<file path="src/rtl/instruction_fetch_stage_if.sv">
// Fetch-stage bus: instruction-memory address/data plus IF/ID pipeline and hazard signals.
// The fetch stage connects through the master modport; the memory/pipeline environment uses slave.
interface instruction_fetch_stage_if;
    logic [63:0] programCounter;
    logic [31:0] CPU_Instruction;
    logic        branchTaken;
    logic [63:0] branchTarget;
    logic        stall;
    logic        flush;
    logic [31:0] ifIdInstruction;
    logic [63:0] ifIdPC;
    logic        ifIdValid;
    logic        fetchFault;

    modport master (
        output programCounter,
        input  CPU_Instruction,
        input  branchTaken,
        input  branchTarget,
        input  stall,
        input  flush,
        output ifIdInstruction,
        output ifIdPC,
        output ifIdValid,
        output fetchFault
    );

    modport slave (
        input  programCounter,
        output CPU_Instruction,
        output branchTaken,
        output branchTarget,
        output stall,
        output flush,
        input  ifIdInstruction,
        input  ifIdPC,
        input  ifIdValid,
        input  fetchFault
    );
endinterface

</file>
<file path="src/rtl/instruction_fetch_stage.sv">
// LEGv8 IF stage: PC register, IF/ID pipeline register, branch redirect, stall/flush, sticky fault.
// Optional FETCH_PERF_COUNTERS_EN adds saturating fetchCount/stallCount outputs.
module instruction_fetch_stage #(
    parameter logic [63:0] RESET_PC   = 64'h0,
    parameter int unsigned IMEM_BYTES = 64,
    parameter int unsigned PC_STEP    = 4
) (
    input  logic                        clock,
    input  logic                        reset_n,
`ifdef FETCH_PERF_COUNTERS_EN
    output logic [31:0]                 fetchCount,
    output logic [31:0]                 stallCount,
`endif
    instruction_fetch_stage_if.master   fetchBus
);

    localparam logic [63:0] LAST_PC = 64'(IMEM_BYTES) - 64'd4;

    typedef enum logic [1:0] {BOOT, RUN, FAULT} fetchState_t;

    fetchState_t state, stateNext;
    logic [63:0] pcReg, pcNext, seqPc, seqPcRaw;
    logic [31:0] instrReg, instrNext;
    logic [63:0] ifIdPcReg, ifIdPcNext;
    logic        validReg, validNext;
    logic        faultReg, faultNext;
    logic        targetIllegal;
    logic        fetchEvent, stallEvent;

    assign seqPcRaw      = pcReg + 64'(PC_STEP);
    assign seqPc         = (seqPcRaw > LAST_PC) ? 64'd0 : seqPcRaw;
    assign targetIllegal = (fetchBus.branchTarget[1:0] != 2'b00) || (fetchBus.branchTarget > LAST_PC);

    always_ff @(posedge clock or negedge reset_n) begin
        if (!reset_n) begin
            state     <= BOOT;
            pcReg     <= RESET_PC;
            instrReg  <= '0;
            ifIdPcReg <= '0;
            validReg  <= 1'b0;
            faultReg  <= 1'b0;
        end else begin
            state     <= stateNext;
            pcReg     <= pcNext;
            instrReg  <= instrNext;
            ifIdPcReg <= ifIdPcNext;
            validReg  <= validNext;
            faultReg  <= faultNext;
        end
    end

    always_comb begin
        stateNext  = state;
        pcNext     = pcReg;
        instrNext  = instrReg;
        ifIdPcNext = ifIdPcReg;
        validNext  = validReg;
        faultNext  = faultReg;
        fetchEvent = 1'b0;
        stallEvent = 1'b0;
        case (state)
            BOOT: begin
                stateNext = RUN;
                validNext = 1'b0;
            end
            RUN: begin
                stallEvent = fetchBus.stall && !fetchBus.branchTaken;
                if (fetchBus.branchTaken && targetIllegal) begin
                    stateNext = FAULT;
                    faultNext = 1'b1;
                    validNext = 1'b0;
                end else if (fetchBus.branchTaken) begin
                    pcNext    = fetchBus.branchTarget;
                    validNext = 1'b0;
                end else if (fetchBus.flush) begin
                    // Squashed entry keeps its stale word/PC; only the valid bit matters.
                    validNext = 1'b0;
                    if (!fetchBus.stall) pcNext = seqPc;
                end else if (!fetchBus.stall) begin
                    instrNext  = fetchBus.CPU_Instruction;
                    ifIdPcNext = pcReg;
                    validNext  = 1'b1;
                    pcNext     = seqPc;
                    fetchEvent = 1'b1;
                end
            end
            FAULT: begin
                validNext = 1'b0;
                faultNext = 1'b1;
            end
            default: begin
                stateNext = FAULT;
                validNext = 1'b0;
                faultNext = 1'b1;
            end
        endcase
    end

`ifdef FETCH_PERF_COUNTERS_EN
    always_ff @(posedge clock or negedge reset_n) begin
        if (!reset_n) begin
            fetchCount <= '0;
            stallCount <= '0;
        end else begin
            if (fetchEvent && (fetchCount != '1)) fetchCount <= fetchCount + 32'd1;
            if (stallEvent && (stallCount != '1)) stallCount <= stallCount + 32'd1;
        end
    end
`else
    logic unusedEvents;
    assign unusedEvents = fetchEvent ^ stallEvent;
`endif

    assign fetchBus.programCounter  = pcReg;
    assign fetchBus.ifIdInstruction = instrReg;
    assign fetchBus.ifIdPC          = ifIdPcReg;
    assign fetchBus.ifIdValid       = validReg;
    assign fetchBus.fetchFault      = faultReg;

endmodule

</file>
<file path="src/flat_wrapper.sv">
// flat-port wrapper written by rule: the top's interface ports become plain ports
module instruction_fetch_stage_flat 
#(
    parameter logic [63:0] RESET_PC   = 64'h0,
    parameter int unsigned IMEM_BYTES = 64,
    parameter int unsigned PC_STEP    = 4
)
  (clock, reset_n, fetchBus_programCounter, fetchBus_CPU_Instruction, fetchBus_branchTaken, fetchBus_branchTarget, fetchBus_stall, fetchBus_flush, fetchBus_ifIdInstruction, fetchBus_ifIdPC, fetchBus_ifIdValid, fetchBus_fetchFault);
  instruction_fetch_stage_if fetchBus_i ();
  input  logic clock;
  input  logic reset_n;
  output wire logic [$bits(fetchBus_i.programCounter)-1:0] fetchBus_programCounter;
  input wire logic [$bits(fetchBus_i.CPU_Instruction)-1:0] fetchBus_CPU_Instruction;
  input wire logic [$bits(fetchBus_i.branchTaken)-1:0] fetchBus_branchTaken;
  input wire logic [$bits(fetchBus_i.branchTarget)-1:0] fetchBus_branchTarget;
  input wire logic [$bits(fetchBus_i.stall)-1:0] fetchBus_stall;
  input wire logic [$bits(fetchBus_i.flush)-1:0] fetchBus_flush;
  output wire logic [$bits(fetchBus_i.ifIdInstruction)-1:0] fetchBus_ifIdInstruction;
  output wire logic [$bits(fetchBus_i.ifIdPC)-1:0] fetchBus_ifIdPC;
  output wire logic [$bits(fetchBus_i.ifIdValid)-1:0] fetchBus_ifIdValid;
  output wire logic [$bits(fetchBus_i.fetchFault)-1:0] fetchBus_fetchFault;
  assign fetchBus_programCounter = fetchBus_i.programCounter;
  assign fetchBus_i.CPU_Instruction = fetchBus_CPU_Instruction;
  assign fetchBus_i.branchTaken = fetchBus_branchTaken;
  assign fetchBus_i.branchTarget = fetchBus_branchTarget;
  assign fetchBus_i.stall = fetchBus_stall;
  assign fetchBus_i.flush = fetchBus_flush;
  assign fetchBus_ifIdInstruction = fetchBus_i.ifIdInstruction;
  assign fetchBus_ifIdPC = fetchBus_i.ifIdPC;
  assign fetchBus_ifIdValid = fetchBus_i.ifIdValid;
  assign fetchBus_fetchFault = fetchBus_i.fetchFault;
  instruction_fetch_stage #(.RESET_PC(RESET_PC), .IMEM_BYTES(IMEM_BYTES), .PC_STEP(PC_STEP)) u_core (.clock(clock), .reset_n(reset_n), .fetchBus(fetchBus_i));
endmodule
</file>
<file path="config.mk">
export PLATFORM = sky130hd
export DESIGN_NAME = instruction_fetch_stage_flat
export DESIGN_NICKNAME = d
export VERILOG_FILES = /design/src/rtl/instruction_fetch_stage_if.sv /design/src/rtl/instruction_fetch_stage.sv /design/src/flat_wrapper.sv
export SDC_FILE = /design/constraint.sdc
export NUM_CORES = 1
export LEC_CHECK = 0
export ABC_AREA = 1
export CORE_MARGIN = 3
export CORE_UTILIZATION = 28
export CTS_BUF_LIST = sky130_fd_sc_hd__clkbuf_2 sky130_fd_sc_hd__clkbuf_4 sky130_fd_sc_hd__clkbuf_8
export CTS_CLUSTER_SIZE = 14
export DETAILED_ROUTE_END_ITERATION = 8
export HOLD_SLACK_MARGIN = 0.1
export SKIP_LAST_GASP = 1
export SYNTH_ARGS = -nofsm -noshare
export SYNTH_HDL_FRONTEND = slang
export SYNTH_SLANG_ARGS = --single-unit
</file>
<file path="constraint.sdc">
create_clock -name clock -period 2.7 [get_ports clock]
set_input_delay 0.27 -clock clock [delete_from_list [all_inputs] [get_ports clock]]
set_output_delay 0.27 -clock clock [all_outputs]
set_load 0.01 [all_outputs]
</file>
==> impl_metrics.ini <==
[die]
io-pin-count = 263
start_util_pct = 28.7
fp.dieW_um = 178
die_h_um = 178
die-area_um2 = 31800
core_area_um2 = 29000
rows = 62

[clocking]
cts_buffers = 17
cts_max_level = 4
cts_tree = built
path_clk_slew_ps = 100
cts.sinks = 164
ctsRootBufferMaster = clkbuf_8
insertion_delay_ps = 470
cts.path.max_buffers = 2

[layout]
fillers = 2958
instances_no_fill = 1766
diodes = 0
seq_area_um2 = 4110
finalInstanceArea_um2 = 12200
drive_gt1_share_pct = 11.1
area_growth_pct = 46.3
multi_input_area_um2 = 3580
final_util_pct = 42.0
final_nets = 1472

[synthesis]
synth_compound_area_share_pct = 4.58
synth_fa_ha_area_share_pct = 0.300
async_reset_ff_share_pct = 100
synth.most_common_cell = nand2_1
synth_flop_cell = dfrtp_1
syn_inst = 1072
synth.distinct_cells = 28
syn-num-nets = 1175
synthSimpleGateAreaFrac_pct = 30.6
avgSynthCellArea_um2 = 7.77
synth_top_area_cell = dfrtp_1
ys_ff_latch = 164
synth_xor_xnor_area_share_pct = 1.58
synthMuxAreaShare_pct = 5.27
seq_area_frac_synth_pct = 49.3
syn_area_um2 = 8330
yosys.area.top_type_share_pct = 49.3
yosys_warnings = 0
yosys-top-cells-area = dfrtp_1, nand2_1, inv_1
synthTopCellsByCount = nand2_1, dfrtp_1, inv_1
synth_edf_count = 0
synth_top_family_by_area = simple AND/OR/NAND/NOR gates

[routing]
dr_wl_met2_um = 12800
dr_wl_met3_um = 2530
drt-initial-drc-count = 585
wirelength_um = 28600
vias_per_cell = 4.58
post_drt_wl_per_cell_um = 16.2
drcViolationCount = 0
antenna_left = 0
highest_layer = met4
drt-met1-wl_um = 12900
num_vias = 8085
drt_first_pass_iters = 5

[sta]
finalWorstPathRequiredPeriod_ps = 2540
finClkSkew_ps = 15.4
hold_violations = 0
max_slew.worst_pin.slew_ps = 456
setup_violations = 0
tns_ps = 0
slew_violations = 0
maxSlewHeadroom_pct = 69.6
finalCritPeriodShare_pct = 94.0
max_freq_ghz = 0.394

[placement]
gp_congestion = 0.960
dpl.cell_count = 1730
placed_area_um2 = 11700
portBuffers = 262
dp_hpwl_um = 22500

[power]
power_density_nw_per_um2 = 442
p_leak_nw = 5.64
ir_drop_mv = 0.236
total_power_mw = 5.39

[global_route]
grt_pass1_wl_um = 44200
grt_usage_pct = 17.9
grt_pass1_vias = 8052
antenna_found_initial = 0
grt_max_degree = 69
overflow = 0

[worst_setup_path]
start_kind = register
crit_arrival_ps = 2930
required_ps = 3090
worstSetupEndpointType = register
crit_type = reg -> reg
crit_fanout = 6

[flow_run]
max-cap-violations = 0

[min_path]
hold_class = in -> async

[outcome]
outcome = finished, final reports clean
-- layout by cell type (no fill, tap or decap), types with 3 or more instances in the layout --
cell,instances
nand2_1,342
clkinv_4,4
clkinvlp_4,3
inv_1,154
nor2_2,14
mux2_2,39
nor3b_1,3
nor2_4,11
a21oi_1,10
nand4_1,22
nor4_1,14
clkdlybuf4s50_1,261
dfrtp_1,163
nor2_1,102
o21ai_0,65
buf_12,6
buf_4,35
nand3_1,61
clkbuf_8,18
nor3_1,5
xor2_1,15
nand2_2,6
-- through the flow --
stage / setup WS [ps] / hold WS (ps)
6_report: 162 / 286
5_1_grt: -7.59 / 287
4_1_cts: 140 / 275
3_5_place_dp: -63.6 / 238
3_3_place_gp: -28.0 / 242
2_1_floorplan: 584 / -25.6
-- report_power, final --
| part | internal (mW) | switching, mW | leakage (nW) | total (mW) |
|---|---|---|---|---|
| sequential | 2.56 | 0.0727 | 2.24 | 2.64 |
| combinational | 0.466 | 0.389 | 3.20 | 0.855 |
| clock | 0.887 | 1.01 | 0.200 | 1.90 |
-- path summary, 6_finish.rpt --
path / startpoint / end / slack (ps) / cells after the start
max in group asynchronous: reset_n / u_core.fetchBus.programCounter[10] / 1670 / 3
min in group clock: fetchBus_CPU_Instruction[16] / u_core.fetchBus.ifIdInstruction[16] / 410 / 2
min reg2reg: u_core.state[1] / u_core.state[0] / 440 / 1
max: u_core.fetchBus.programCounter[3] / u_core.fetchBus.programCounter[4] / 160 / 16
max reg2reg: u_core.fetchBus.programCounter[3] / u_core.fetchBus.programCounter[4] / 160 / 16
min: reset_n / u_core.fetchBus.ifIdInstruction[23] / 290 / 2
-- timing repair --
action                                  CTS  global route
hold endpoints to repair                 44             0
cloned                                    0             0
buffers inserted                          1             2
endpoints found under the setup margin    6             6
gates resized for setup                   0            14
pin swaps                                 1             3
hold buffers                              1             0
-- logic make-up (layout without fill, tap and decap cells) --
group / Yosys count / count (layout)
xor+xnor: 15 / 15
fa+ha+maj: 2 / 2
flops: 164 / 164
compound gates: 76 / 76
simple gates: 593 / 593
buf+inv: 183 / 493
mux: 39 / 39
-- flip-flops by register name, indices dropped and copies added (netlist names) --
name                             flops
u_core.fetchBus.fetchFault           1
u_core.fetchBus.ifIdInstruction     32
u_core.fetchBus.ifIdPC              64
u_core.fetchBus.ifIdValid            1
u_core.fetchBus.programCounter      64
u_core.state                         2
-- critical path, stage by stage (launching register included) --
cell     delay [ps]
dfrtp_1         420
ha_2            220
nand2_1         110
nor2_4          230
nand2_2         120
nor2_4          140
buf_4           150
nand2_1          50
nand2_1          60
nand2_1          70
nor2_1          150
nand2_1          70
nor2_1          100
nand3_1         130
nor2_4          210
nand3_1         100
a21oi_1         130
-- final cells by class --
type	count	share of cell area (%)
multi-input cells	725	29.4
inverters	156	4.80
repair buffers	305	24.8
clock inverters	12	1.22
flip-flops and latches	164	33.7
clock buffers	20	2.16
well taps	384	3.94
-- layer usage --
| layer | vias up | GRT usage, % |
|---|---|---|
| met2 | 307 | 28.5 |
| met1 | 3804 | 23.9 |
| li1 | 3944 | - |
| met4 | 0 | 4.55 |
| met5 | - | 0 |
| met3 | 30 | 5.19 |
Power figures use the tool's default switching activity.
